$ cat src/rtl/counter_pkg.sv
// Shared constants and helpers for the parametrised up/down event counter.
package counter_pkg;

  localparam logic DIR_DOWN  = 1'b0;
  localparam logic DIR_UP    = 1'b1;
  localparam logic MODE_WRAP = 1'b0;
  localparam logic MODE_SAT  = 1'b1;

  // Load values above the modulus are pinned to the top of the range, never wrapped.
  function automatic logic [31:0] clamp_to_max(input logic [31:0] val, input logic [31:0] max);
    return (val > max) ? max : val;
  endfunction

endpackage

$ cat src/rtl/counter_next_calc.sv
// Combinational next-step calculation: one count step in the requested direction,
// plus boundary (any edge hit) and wrap (edge crossed in wrap mode) events.
module counter_next_calc
  import counter_pkg::*;
#(
  parameter int WIDTH = 8
) (
  input  logic [WIDTH-1:0] count,
  input  logic             up,
  input  logic             sat,
  input  logic [WIDTH-1:0] max_val,
  output logic [WIDTH-1:0] next_count,
  output logic             wrap_evt,
  output logic             bound_evt
);

  logic at_top;
  logic at_bottom;

  // With a full-range modulus max_val is all-ones, so these reduce to plain AND/NOR.
  assign at_top    = (count == max_val);
  assign at_bottom = (count == '0);

  always_comb begin
    // NOTE: every output gets a default first so no path leaves one unassigned (no latch).
    next_count = count;
    wrap_evt   = 1'b0;
    bound_evt  = 1'b0;
    if (up == DIR_UP) begin
      if (at_top) begin
        bound_evt = 1'b1;
        if (sat == MODE_WRAP) begin
          next_count = '0;
          wrap_evt   = 1'b1;
        end
      end else begin
        next_count = count + WIDTH'(1);
      end
    end else begin
      if (at_bottom) begin
        bound_evt = 1'b1;
        if (sat == MODE_WRAP) begin
          next_count = max_val;
          wrap_evt   = 1'b1;
        end
      end else begin
        next_count = count - WIDTH'(1);
      end
    end
  end

endmodule

$ cat src/rtl/counter_updown_mod.sv
// Parametrised modulo up/down counter with load, wrap/saturate mode,
// registered terminal-count pulse and sticky overflow flag.
module counter_updown_mod
  import counter_pkg::*;
#(
  parameter int     WIDTH     = 8,
  parameter longint MODULO    = 256,
  parameter longint RESET_VAL = 0
) (
  input  logic             clk,
  input  logic             reset,
  input  logic             en,
  input  logic             up,
  input  logic             sat,
  input  logic             load,
  input  logic [WIDTH-1:0] load_val,
  input  logic             clr_ovf,
  output logic [WIDTH-1:0] count,
  output logic             tc,
  output logic             ovf
);

  localparam logic [WIDTH-1:0] MAX = WIDTH'(MODULO - 1);
  localparam logic [WIDTH-1:0] RST = WIDTH'(RESET_VAL);

  logic [WIDTH-1:0] next_count;
  logic             wrap_evt;
  logic             bound_evt;
  logic [WIDTH-1:0] load_clamped;

  counter_next_calc #(.WIDTH(WIDTH)) u_next (
    .count     (count),
    .up        (up),
    .sat       (sat),
    .max_val   (MAX),
    .next_count(next_count),
    .wrap_evt  (wrap_evt),
    .bound_evt (bound_evt)
  );

  assign load_clamped = WIDTH'(clamp_to_max(32'(load_val), 32'(MAX)));

  always_ff @(posedge clk or negedge reset) begin
    if (!reset) begin
      count <= RST;
      tc    <= 1'b0;
      ovf   <= 1'b0;
    end else begin
      // NOTE: non-blocking assignments so every register samples pre-edge values.
      if (load) begin
        count <= load_clamped;
        tc    <= 1'b0;
      end else if (en) begin
        count <= next_count;
        tc    <= wrap_evt;
      end else begin
        tc    <= 1'b0;
      end

      // A boundary hit in the same cycle as clr_ovf leaves the flag set.
      if (!load && en && bound_evt) begin
        ovf <= 1'b1;
      end else if (clr_ovf) begin
        ovf <= 1'b0;
      end
    end
  end

endmodule
$ cat config.mk
export PLATFORM = sky130hd
export DESIGN_NAME = counter_updown_mod
export DESIGN_NICKNAME = d
export VERILOG_FILES = /design/src/rtl/counter_pkg.sv /design/src/rtl/counter_next_calc.sv /design/src/rtl/counter_updown_mod.sv
export SDC_FILE = /design/constraint.sdc
export NUM_CORES = 1
export LEC_CHECK = 0
export CAP_MARGIN = 40
export CORE_MARGIN = 3
export CORE_UTILIZATION = 40
export DETAILED_ROUTE_END_ITERATION = 12
export PLACE_DENSITY = 0.61
export RECOVER_POWER = 100
export SYNTH_ARGS = -nofsm -noshare
export SYNTH_HDL_FRONTEND = slang
export SYNTH_HIERARCHICAL = 1
export SYNTH_SLANG_ARGS = --single-unit
export TNS_END_PERCENT = 30
$ cat constraint.sdc
create_clock -name clk -period 2.5 [get_ports clk]
set_input_delay 0.375 -clock clk [delete_from_list [all_inputs] [get_ports clk]]
set_output_delay 0.375 -clock clk [all_outputs]
set_load 0.02 [all_outputs]
==> results.toml, run 1 <==
[outcome]
status = "complete, no violations"

[critical_path]
cp_data_arrival_time_ns = 2.38
critical_path_class = "flop to flop"
worst-r2r-setup-slack_ns = 0.24
start_kind = "flop"
r2r_cells = 7
worstSetupEndpointType = "flop"
critPathMaxFanout = 11
regToRegEndpoint = "count[3]$_DFFE_PN0P_"
rr_startpoint = "count[5]$_DFFE_PN0P_"
worstPathRequired_ns = 2.63

[detailed_routing]
drt_first_pass_iters = 4
drt.antenna.violating_nets = 0
viasPerCell = 5.443
drt_wl_total_um = 3208
num_vias = 1203
drc = 0
wl_per_cell_um = 14.52
drt_iter0_drc = 49

[logic_synthesis]
synth_edf_count = 0
yosysTopAreaCellShare_pct = 20.33
synthCells = 149
synth_xor_area_share_pct = 6.402
synthFlopType = "dfrtp_1"
synthTopCellsByArea = "dfrtp_1 (20%), mux2i_1 (8.9%), xnor2_1 (6.4%), buf_6 (4.6%), nand2_1 (4.3%)"
synth_compound_area_share_pct = 24.19
yosys_warnings = 6
synthAdderAreaFrac_pct = 3.049
synth.avg_cell_area_um2 = 8.263
synth_top_family_by_area = "simple AND/OR/NAND/NOR gates"
ys_seq_elements = 10
synthArstFlopShare_pct = 100.0
yosys.area_share.simple_pct = 25.00
synth_top_area_cell = "dfrtp_1"
ys_seq_area_share_pct = 20.33
ys_types = 48
muxShareOfSynthArea_pct = 10.77
synthesis.area_um2 = 1231

[layout]
final_common_cell = "conb_1"
syn2layout_area_growth_pct = 27.24
final_cell_mix = "conb_1 (17), nand2_1 (14), clkdlybuf4s50_1 (13), mux2i_1 (11), dlygate4sd3_1 (11)"
multiInputGateArea_um2 = 907.1
fillers = 271
regArea_um2 = 250.2
fin_util_pct = 54.91
num_antenna_cells = 0
num-nets-final = 209
drive_gt1_share_pct = 14.21

[pwr]
fin_total_pwr_uw = 667.2
powerDensity_nw_per_um2 = 425.9
leakagePower_uw = 0.0006728
irDropWorstVdd_v = 0.0003150

[timing]
tightestPinTransition_ns = 0.5369
skew_ns = 0.002679
setup_tns_ns = 0
clock.fmax_ghz = 0.4434
setup_violations = 0
rsz0062_at_grt = "false"
hold_violations = 0
period_needed_ns = 2.255
slew_headroom_pct = 64.09
final.period_utilization_pct = 90.22
slew_viol_final = 0

[floorplan]
die_w_um = 61.48
initial_core_util_pct = 43.16
rows = 19
io_pins = 25
core-area_um2 = 2853
die_y_um = 61.48
die_area_um2 = 3780

[grt]
grt_usage_pct = 18.80
grt_pass1_vias = 1153
grt-ovfl-total = 0
grt_max_degree = 19
grt_antenna_before_repair = 0
grt_first_pass_wirelength_um = 5375

[clock_tree]
clk_latency_ns = 0.26
root_buffer = "clkbuf_4"
ctsHoldBuffers = 0
htree_num_levels = 1
cts.clk_slew.worst_paths_ns = 0.07
cts_setup_buffers = 0
numClockSinks = 10
cts-buffers-inserted = 3
cts_resized = 0
cts_tree = "done"
clockBufferDepth = 2

[run]
drv_cap = 0

[hold_path]
hold_path.class = "input port to async pin"

[placement]
portBuffers = 24
globalplace.congestion = 0.8671
dp_hpwl_um = 2427
[kinds of logic (layout without fill, tap and decap cells)]
logic type	count (synthesis)	after routing
simple gates	51	51
compound gates	43	43
buf+inv	19	44
mux	13	13
flops	10	10
xor+xnor	9	9
fa+ha+maj	3	3
other cells	1	17
[flip-flops by register name, indices dropped and copies added (netlist names)]
register  count
count         8
ovf           1
tc            1
[stage by stage]
stage | area [µm²] | setup slack (ns) | cells | hold WS, ns
3_3_place_gp | 1541 | 0.3111 | 217 | 0.5117
4_1_cts | 1578 | 0.2532 | 221 | 0.4424
6_report | 1567 | 0.2446 | 221 | 0.5028
3_5_place_dp | 1541 | 0.2610 | 217 | 0.5159
5_1_grt | 1567 | 0.05860 | 221 | 0.5287
2_1_floorplan | 1291 | 0.1188 | 165 | 0.07941
[routing by layer]
layer	vias up	share of wire, %	track usage, %
met5	-	0	0
met4	0	0.19	6.061
met3	2	3.3	2.306
met2	33	47	29.60
met1	551	49	26.66
li1	617	-	-
[layout make-up]
| type | count | share of cell area [%] |
|---|---|---|
| clock buffer | 4 | 2.316 |
| inverter | 7 | 1.677 |
| multi-input combinational | 136 | 57.91 |
| sequential | 10 | 15.97 |
| tap | 31 | 2.476 |
| timing repair buffer | 33 | 19.65 |
[worst max path at each step]
stage,startpoint,endpoint
after floorplan,count[0]$_DFFE_PN0P_,count[6]$_DFFE_PN0P_
after global placement,count[5]$_DFFE_PN0P_,count[3]$_DFFE_PN0P_
after detailed placement,count[0]$_DFFE_PN0P_,count[6]$_DFFE_PN0P_
after CTS,count[0]$_DFFE_PN0P_,count[6]$_DFFE_PN0P_
after global routing,count[5]$_DFFE_PN0P_,count[3]$_DFFE_PN0P_
final,count[5]$_DFFE_PN0P_,count[3]$_DFFE_PN0P_
[synthesized netlist by cell type (2+ instances only)]
cell and instances:
mux2i_1 11, a21oi_1 6, xnor2_1 9, mux2_2 2
nand4_1 2, o311ai_1 2, a31oi_1 5, nor2_1 6
dfrtp_1 10, nor3_1 4, ha_1 3, buf_6 5
nand4_2 2, o211ai_1 2, nor2b_1 3, nor2_2 2
buf_4 2, o21ai_1 9, nand2_1 14, inv_1 7
o21ai_0 5, nand3_1 8, buf_2 4, o31a_1 2
[report_power, final]
group	total (µW)	switching, µW	internal, µW
logic	309	165	144
clock network	146	57.8	88.4
registers	212	35.5	177
total	667	258	409
[worst max-delay path, cell delays in order (launching register included)]
cell       delay (ns)
dfrtp_1          0.52
nor4_4           0.40
nand3_2          0.27
mux2i_1          0.19
a2111oi_2        0.39
a31oi_1          0.10
mux2i_1          0.16
o21ai_1          0.08
No activity file was read; power rests on OpenSTA's default activity.
==> inputs of run 2 (changes only) <==
--- a/config.mk
+++ b/config.mk
@@ -9,8 +9,8 @@
 export CORE_MARGIN = 3
 export CORE_UTILIZATION = 40
 export DETAILED_ROUTE_END_ITERATION = 12
-export PLACE_DENSITY = 0.61
 export RECOVER_POWER = 100
+export SLEW_MARGIN = 10
 export SYNTH_ARGS = -nofsm -noshare
 export SYNTH_HDL_FRONTEND = slang
 export SYNTH_HIERARCHICAL = 1
==> run 2 against run 1 <==
Core utilization about the same. Largest cell class unchanged. Fmax grew 0.78%. Power down 0.49%. Combinational power up 1%. Final cell count increased by 0.45%. Cell area about the same. Critical endpoint is now count[6]$_DFFE_PN0P_. Global-route usage rose by 0.27 points.
==> results.toml, run 2 (synthesized netlist as in run 1, its figures left out) <==
[pwr]
leakagePower_uw = 0.0006721
powerDensity_nw_per_um2 = 424.1
irDropWorstVdd_v = 0.0003029

[timing]
setup_violations = 0
setup_tns_ns = 0
clock.fmax_ghz = 0.4468
worst_slack_ns = 0.2620
period_needed_ns = 2.238
slew_viol_final = 0
rsz0062_at_grt = "false"
tightestPinTransition_ns = 0.5486
slew_headroom_pct = 63.31
skew_ns = 0.001854
final.period_utilization_pct = 89.52
hold_violations = 0

[critical_path]
worst-r2r-setup-slack_ns = 0.26
worstSetupEndpointType = "flop"
cp.buffers_inverters = 1
critical_path_class = "flop to flop"
critPathMaxFanout = 3
critical-path-top-delay-family = "compound AO/OA/AOI/OAI gates"
crit_chain = "inv_1 > ha_1 > nor2b_1 > mux2_2 > a21oi_1 > a311oi_1 > a311o_1 > mux2i_1 > o21ai_2"
cp_data_arrival_time_ns = 2.38
slowest_stage = "dfrtp_1"
worstPathRequired_ns = 2.64
cp_slowest_stage_delay_ns = 0.37
start_kind = "flop"

[hold_path]
hold_path.class = "input port to async pin"

[floorplan]
die_y_um = 61.48
die_w_um = 61.48
core-area_um2 = 2853
die_area_um2 = 3780
rows = 19
initial_core_util_pct = 43.16
io_pins = 25

[clock_tree]
cts-buffers-inserted = 3
clockBufferDepth = 2
cts_setup_buffers = 0
clk_latency_ns = 0.26
cts_tree = "done"
cts.clk_slew.worst_paths_ns = 0.07
cts_resized = 0
root_buffer = "clkbuf_4"
htree_num_levels = 1
ctsHoldBuffers = 0
numClockSinks = 10

[detailed_routing]
drt.antenna.violating_nets = 0
viasPerCell = 5.495
num_vias = 1220
drc = 0
wl_per_cell_um = 14.00
drt_wl_total_um = 3108
drt_iter0_drc = 48
drt_first_pass_iters = 4

[layout]
final_design_area_no_fill_um2 = 1565
final_cells = 222
final_cell_mix = "conb_1 (17), nand2_1 (14), clkdlybuf4s50_1 (13), mux2i_1 (11), dlygate4sd3_1 (11)"
num-nets-final = 210
num_antenna_cells = 0
fin_util_pct = 54.87
largest_reg_flops = 8
syn2layout_area_growth_pct = 27.13
top_register = "count"
final_common_cell = "conb_1"
reg_top3 = "count: 8 flops, ovf: 1 flops, tc: 1 flops"
drive_gt1_share_pct = 13.61

[placement]
pre_cts_ws_ns = 0.2676
globalplace.congestion = 0.8201
place_area_um2 = 1549
portBuffers = 24
dp_hpwl_um = 2401
dpl.cell_count = 218

[grt]
grt_antenna_before_repair = 0
grt-ovfl-total = 0
grt_first_pass_wirelength_um = 5457
grt_usage_pct = 19.07
grt_pass1_vias = 1163
grt_max_degree = 19

[run]
drv_cap = 0

[outcome]
status = "complete, no violations"
## run 2: cell count changes in the layout (fill, tap and decap cells not counted), sizes merged
| cell | change |
|---|---|
| buf | +1 |
## run 2: worst register-to-register path: cells and delay by family (launching register included)
family	cells	cell delay [ns]
fa+ha+maj	1	0.19
flops	1	0.37
simple gates	1	0.27
compound gates	4	0.63
mux	2	0.56
buf+inv	1	0.09
## run 2: stage by stage
step / power, µW / hold slack (ns)
2_1_floorplan: 429.4 / 0.07941
3_3_place_gp: 532.0 / 0.5130
3_5_place_dp: 534.0 / 0.5299
4_1_cts: 682.1 / 0.4467
5_1_grt: 715.8 / 0.5277
6_report: 663.9 / 0.4971
## run 2: metal layers
layer	wire [µm]	up-vias	track usage, %
li1	-	621	-
met1	1470	545	27.11
met2	1435	52	30.79
met3	193	2	2.725
met4	8	0	3.636
met5	0	-	0
## run 2: power by group
| part | internal, µW | leakage [µW] | switching [µW] |
|---|---|---|---|
| logic | 143 | 0.000526 | 169 |
| registers | 177 | 0.000125 | 28.6 |
| clock network | 88.4 | 0.0000210 | 57.2 |
## run 2: layout make-up
class	count	area, µm²
Inverter	7	26.28
Tap cell	31	38.79
Timing Repair Buffer	34	315.3
Multi-Input combinational cell	136	898.4
Fill cell	275	1287
Sequential cell	10	250.2
Clock buffer	4	36.28
## run 2: final timing paths
| path | to | from | depth (start not counted) |
|---|---|---|---|
| worst max register to register | count[6]$_DFFE_PN0P_ | count[0]$_DFFE_PN0P_ | 9 |
| worst min register to register | ovf$_DFFE_PN0P_ | ovf$_DFFE_PN0P_ | 2 |
| max in group asynchronous | count[1]$_DFFE_PN0P_ | reset | 1 |
| min in group clk | ovf$_DFFE_PN0P_ | ovf$_DFFE_PN0P_ | 2 |
| worst min-delay path | count[2]$_DFFE_PN0P_ | reset | 1 |
| worst max-delay path | count[6]$_DFFE_PN0P_ | count[0]$_DFFE_PN0P_ | 9 |
==> inputs of run 3 (changes only) <==
--- a/config.mk
+++ b/config.mk
@@ -9,6 +9,7 @@
 export CORE_MARGIN = 3
 export CORE_UTILIZATION = 40
 export DETAILED_ROUTE_END_ITERATION = 12
+export PLACE_DENSITY_LB_ADDON = 0.2
 export RECOVER_POWER = 100
 export SLEW_MARGIN = 10
 export SYNTH_ARGS = -nofsm -noshare
==> run 3 against run 2 <==
Final cell count increased by 0.45%. Largest cell class unchanged. Largest power group unchanged. Non-clock buffer count grew 1. Core utilization increased by 0.48 points. First-iteration DRC count up 35%. Clock power about the same. Combinational power barely moved. Critical path depth unchanged.
==> results.toml, run 3 (synthesized netlist as in run 1, its figures left out) <==
[critical_path]
worstPathRequired_ns = 2.64
worstSetupEndpointType = "flop"
critical-path-top-delay-family = "compound AO/OA/AOI/OAI gates"
cp_slowest_stage_delay_ns = 0.39
start_kind = "flop"
critPathMaxFanout = 3
cp.buffers_inverters = 1
slowest_stage = "dfrtp_1"
cp_data_arrival_time_ns = 2.40
critical_path_class = "flop to flop"
crit_chain = "inv_1 > ha_1 > nor2b_1 > mux2_2 > a21oi_1 > a311oi_1 > a311o_1 > mux2i_1 > o21ai_2"

[grt]
grt_antenna_before_repair = 0
grt-ovfl-total = 0
grt_max_degree = 19
grt_busiest_layer = "met2"
met2_usage_pct = 29.15
met3_usage_pct = 2.516
grt_usage_pct = 18.43
gr-usage-met1_pct = 26.36
grt_first_pass_wirelength_um = 5244
grt_pass1_vias = 1133

[floorplan]
io_pins = 25
die_w_um = 61.48
rows = 19
die_y_um = 61.48
core-area_um2 = 2853
die_area_um2 = 3780
initial_core_util_pct = 43.16

[timing]
slew_viol_final = 0
hold_violations = 0
setup_violations = 0
tightestPinTransition_ns = 0.5350
final.period_utilization_pct = 90.62
period_needed_ns = 2.265
setup_tns_ns = 0
slew_headroom_pct = 64.22
rsz0062_at_grt = "false"
skew_ns = 0.001105
clock.fmax_ghz = 0.4414

[pwr]
p_clk_share_pct = 21.6
leakagePower_uw = 0.0006815
switching_power_uw = 254.1
powerDensity_nw_per_um2 = 420.9
p_int_uw = 410.5
seqPwrFrac_pct = 31.3
sw_frac_of_total_pct = 38.23
irDropWorstVdd_v = 0.0004055
p_comb_share_pct = 47.1

[clock_tree]
cts_tree = "done"
cts_setup_buffers = 0
htree_num_levels = 1
cts_resized = 0
clockBufferDepth = 2
ctsHoldBuffers = 0
cts.clk_slew.worst_paths_ns = 0.07
cts-buffers-inserted = 3
clk_latency_ns = 0.26
root_buffer = "clkbuf_4"
numClockSinks = 10

[placement]
dpl.cell_count = 219
portBuffers = 24
dp_hpwl_um = 2403
globalplace.congestion = 0.8461

[detailed_routing]
num_vias = 1234
drt_iter0_drc = 65
viasPerCell = 5.534
drt_first_pass_iters = 4
drc = 0
drt.antenna.violating_nets = 0
drt_wl_total_um = 3070
wl_per_cell_um = 13.77

[layout]
final_cells = 223
top_register = "count"
syn2layout_area_growth_pct = 28.25
final_cell_mix = "conb_1 (17), nand2_1 (14), clkdlybuf4s50_1 (13)"
num-nets-final = 211
drive_gt1_share_pct = 14.58
reg_top3 = "count: 8 flops, ovf: 1 flops, tc: 1 flops"
final_common_cell = "conb_1"
num_antenna_cells = 0
largest_reg_flops = 8

[run]
drv_cap = 0

[hold_path]
hold_path.class = "input port to async pin"

[outcome]
status = "complete, no violations"
-- run 3: cell types whose count changed in the layout (fill, tap and decap cells not counted) --
cell | before | now
buf_4 | 10 | 11
nand4_1 | 3 | 2
nand4_2 | 1 | 2
-- run 3: worst register-to-register path: cells and delay by family, from the launching register on --
family / cells / cell delay (ns)
AOI/OAI and AO/OA: 4 / 0.62
DFF: 1 / 0.39
buffers and inverters: 1 / 0.11
adders and majority gates: 1 / 0.20
muxes: 2 / 0.54
and+or+nand+nor: 1 / 0.29
-- run 3: metrics by stage --
| stage | utilization [%] | total power [µW] | hold WS, ns | instance area [µm²] | setup slack, ns |
|---|---|---|---|---|---|
| after global placement | 54.56 | 530.3 | 0.5206 | 1556 | 0.2286 |
| after floorplan | - | 429.4 | 0.07941 | 1291 | 0.1188 |
| after detailed placement | 54.56 | 534.2 | 0.5306 | 1556 | 0.2154 |
| after global routing | 55.35 | 716.1 | 0.5055 | 1579 | 0.06431 |
| after CTS | 55.83 | 683.3 | 0.4301 | 1593 | 0.2084 |
| final | 55.35 | 664.6 | 0.4984 | 1579 | 0.2346 |
-- run 3: per-layer routing --
metal / vias up / wire length, µm
met5: - / 0
met4: 0 / 0
met3: 0 / 129
met2: 38 / 1476
met1: 574 / 1465
li1: 622 / -
-- run 3: worst paths after layout --
path | start | end | slack (ns) | cells after the start
min in group clk | ovf$_DFFE_PN0P_ | ovf$_DFFE_PN0P_ | 0.53 | 2
max | count[0]$_DFFE_PN0P_ | count[6]$_DFFE_PN0P_ | 0.23 | 9
max in group asynchronous | reset | count[7]$_DFFE_PN0P_ | 1.69 | 1
min | reset | count[4]$_DFFE_PN0P_ | 0.50 | 1
max reg2reg | count[0]$_DFFE_PN0P_ | count[6]$_DFFE_PN0P_ | 0.23 | 9
min reg2reg | ovf$_DFFE_PN0P_ | ovf$_DFFE_PN0P_ | 0.53 | 2
-- run 3: power by group through the flow --
stage                     Sequential (µW)  Clock (µW)  Combinational, µW
after floorplan                       216           0                213
after global placement                212           0                318
after detailed placement              211           0                323
after CTS                             208         150                325
after global routing                  211         161                344
final                                 208         144                313
-- run 3: area by class of cell --
type | count | area, µm²
tap | 31 | 38.79
inverter | 7 | 26.28
clock buffer | 4 | 36.28
fill | 269 | 1274
timing repair buffer | 35 | 322.8
multi-input combinational | 136 | 904.6
sequential | 10 | 250.2
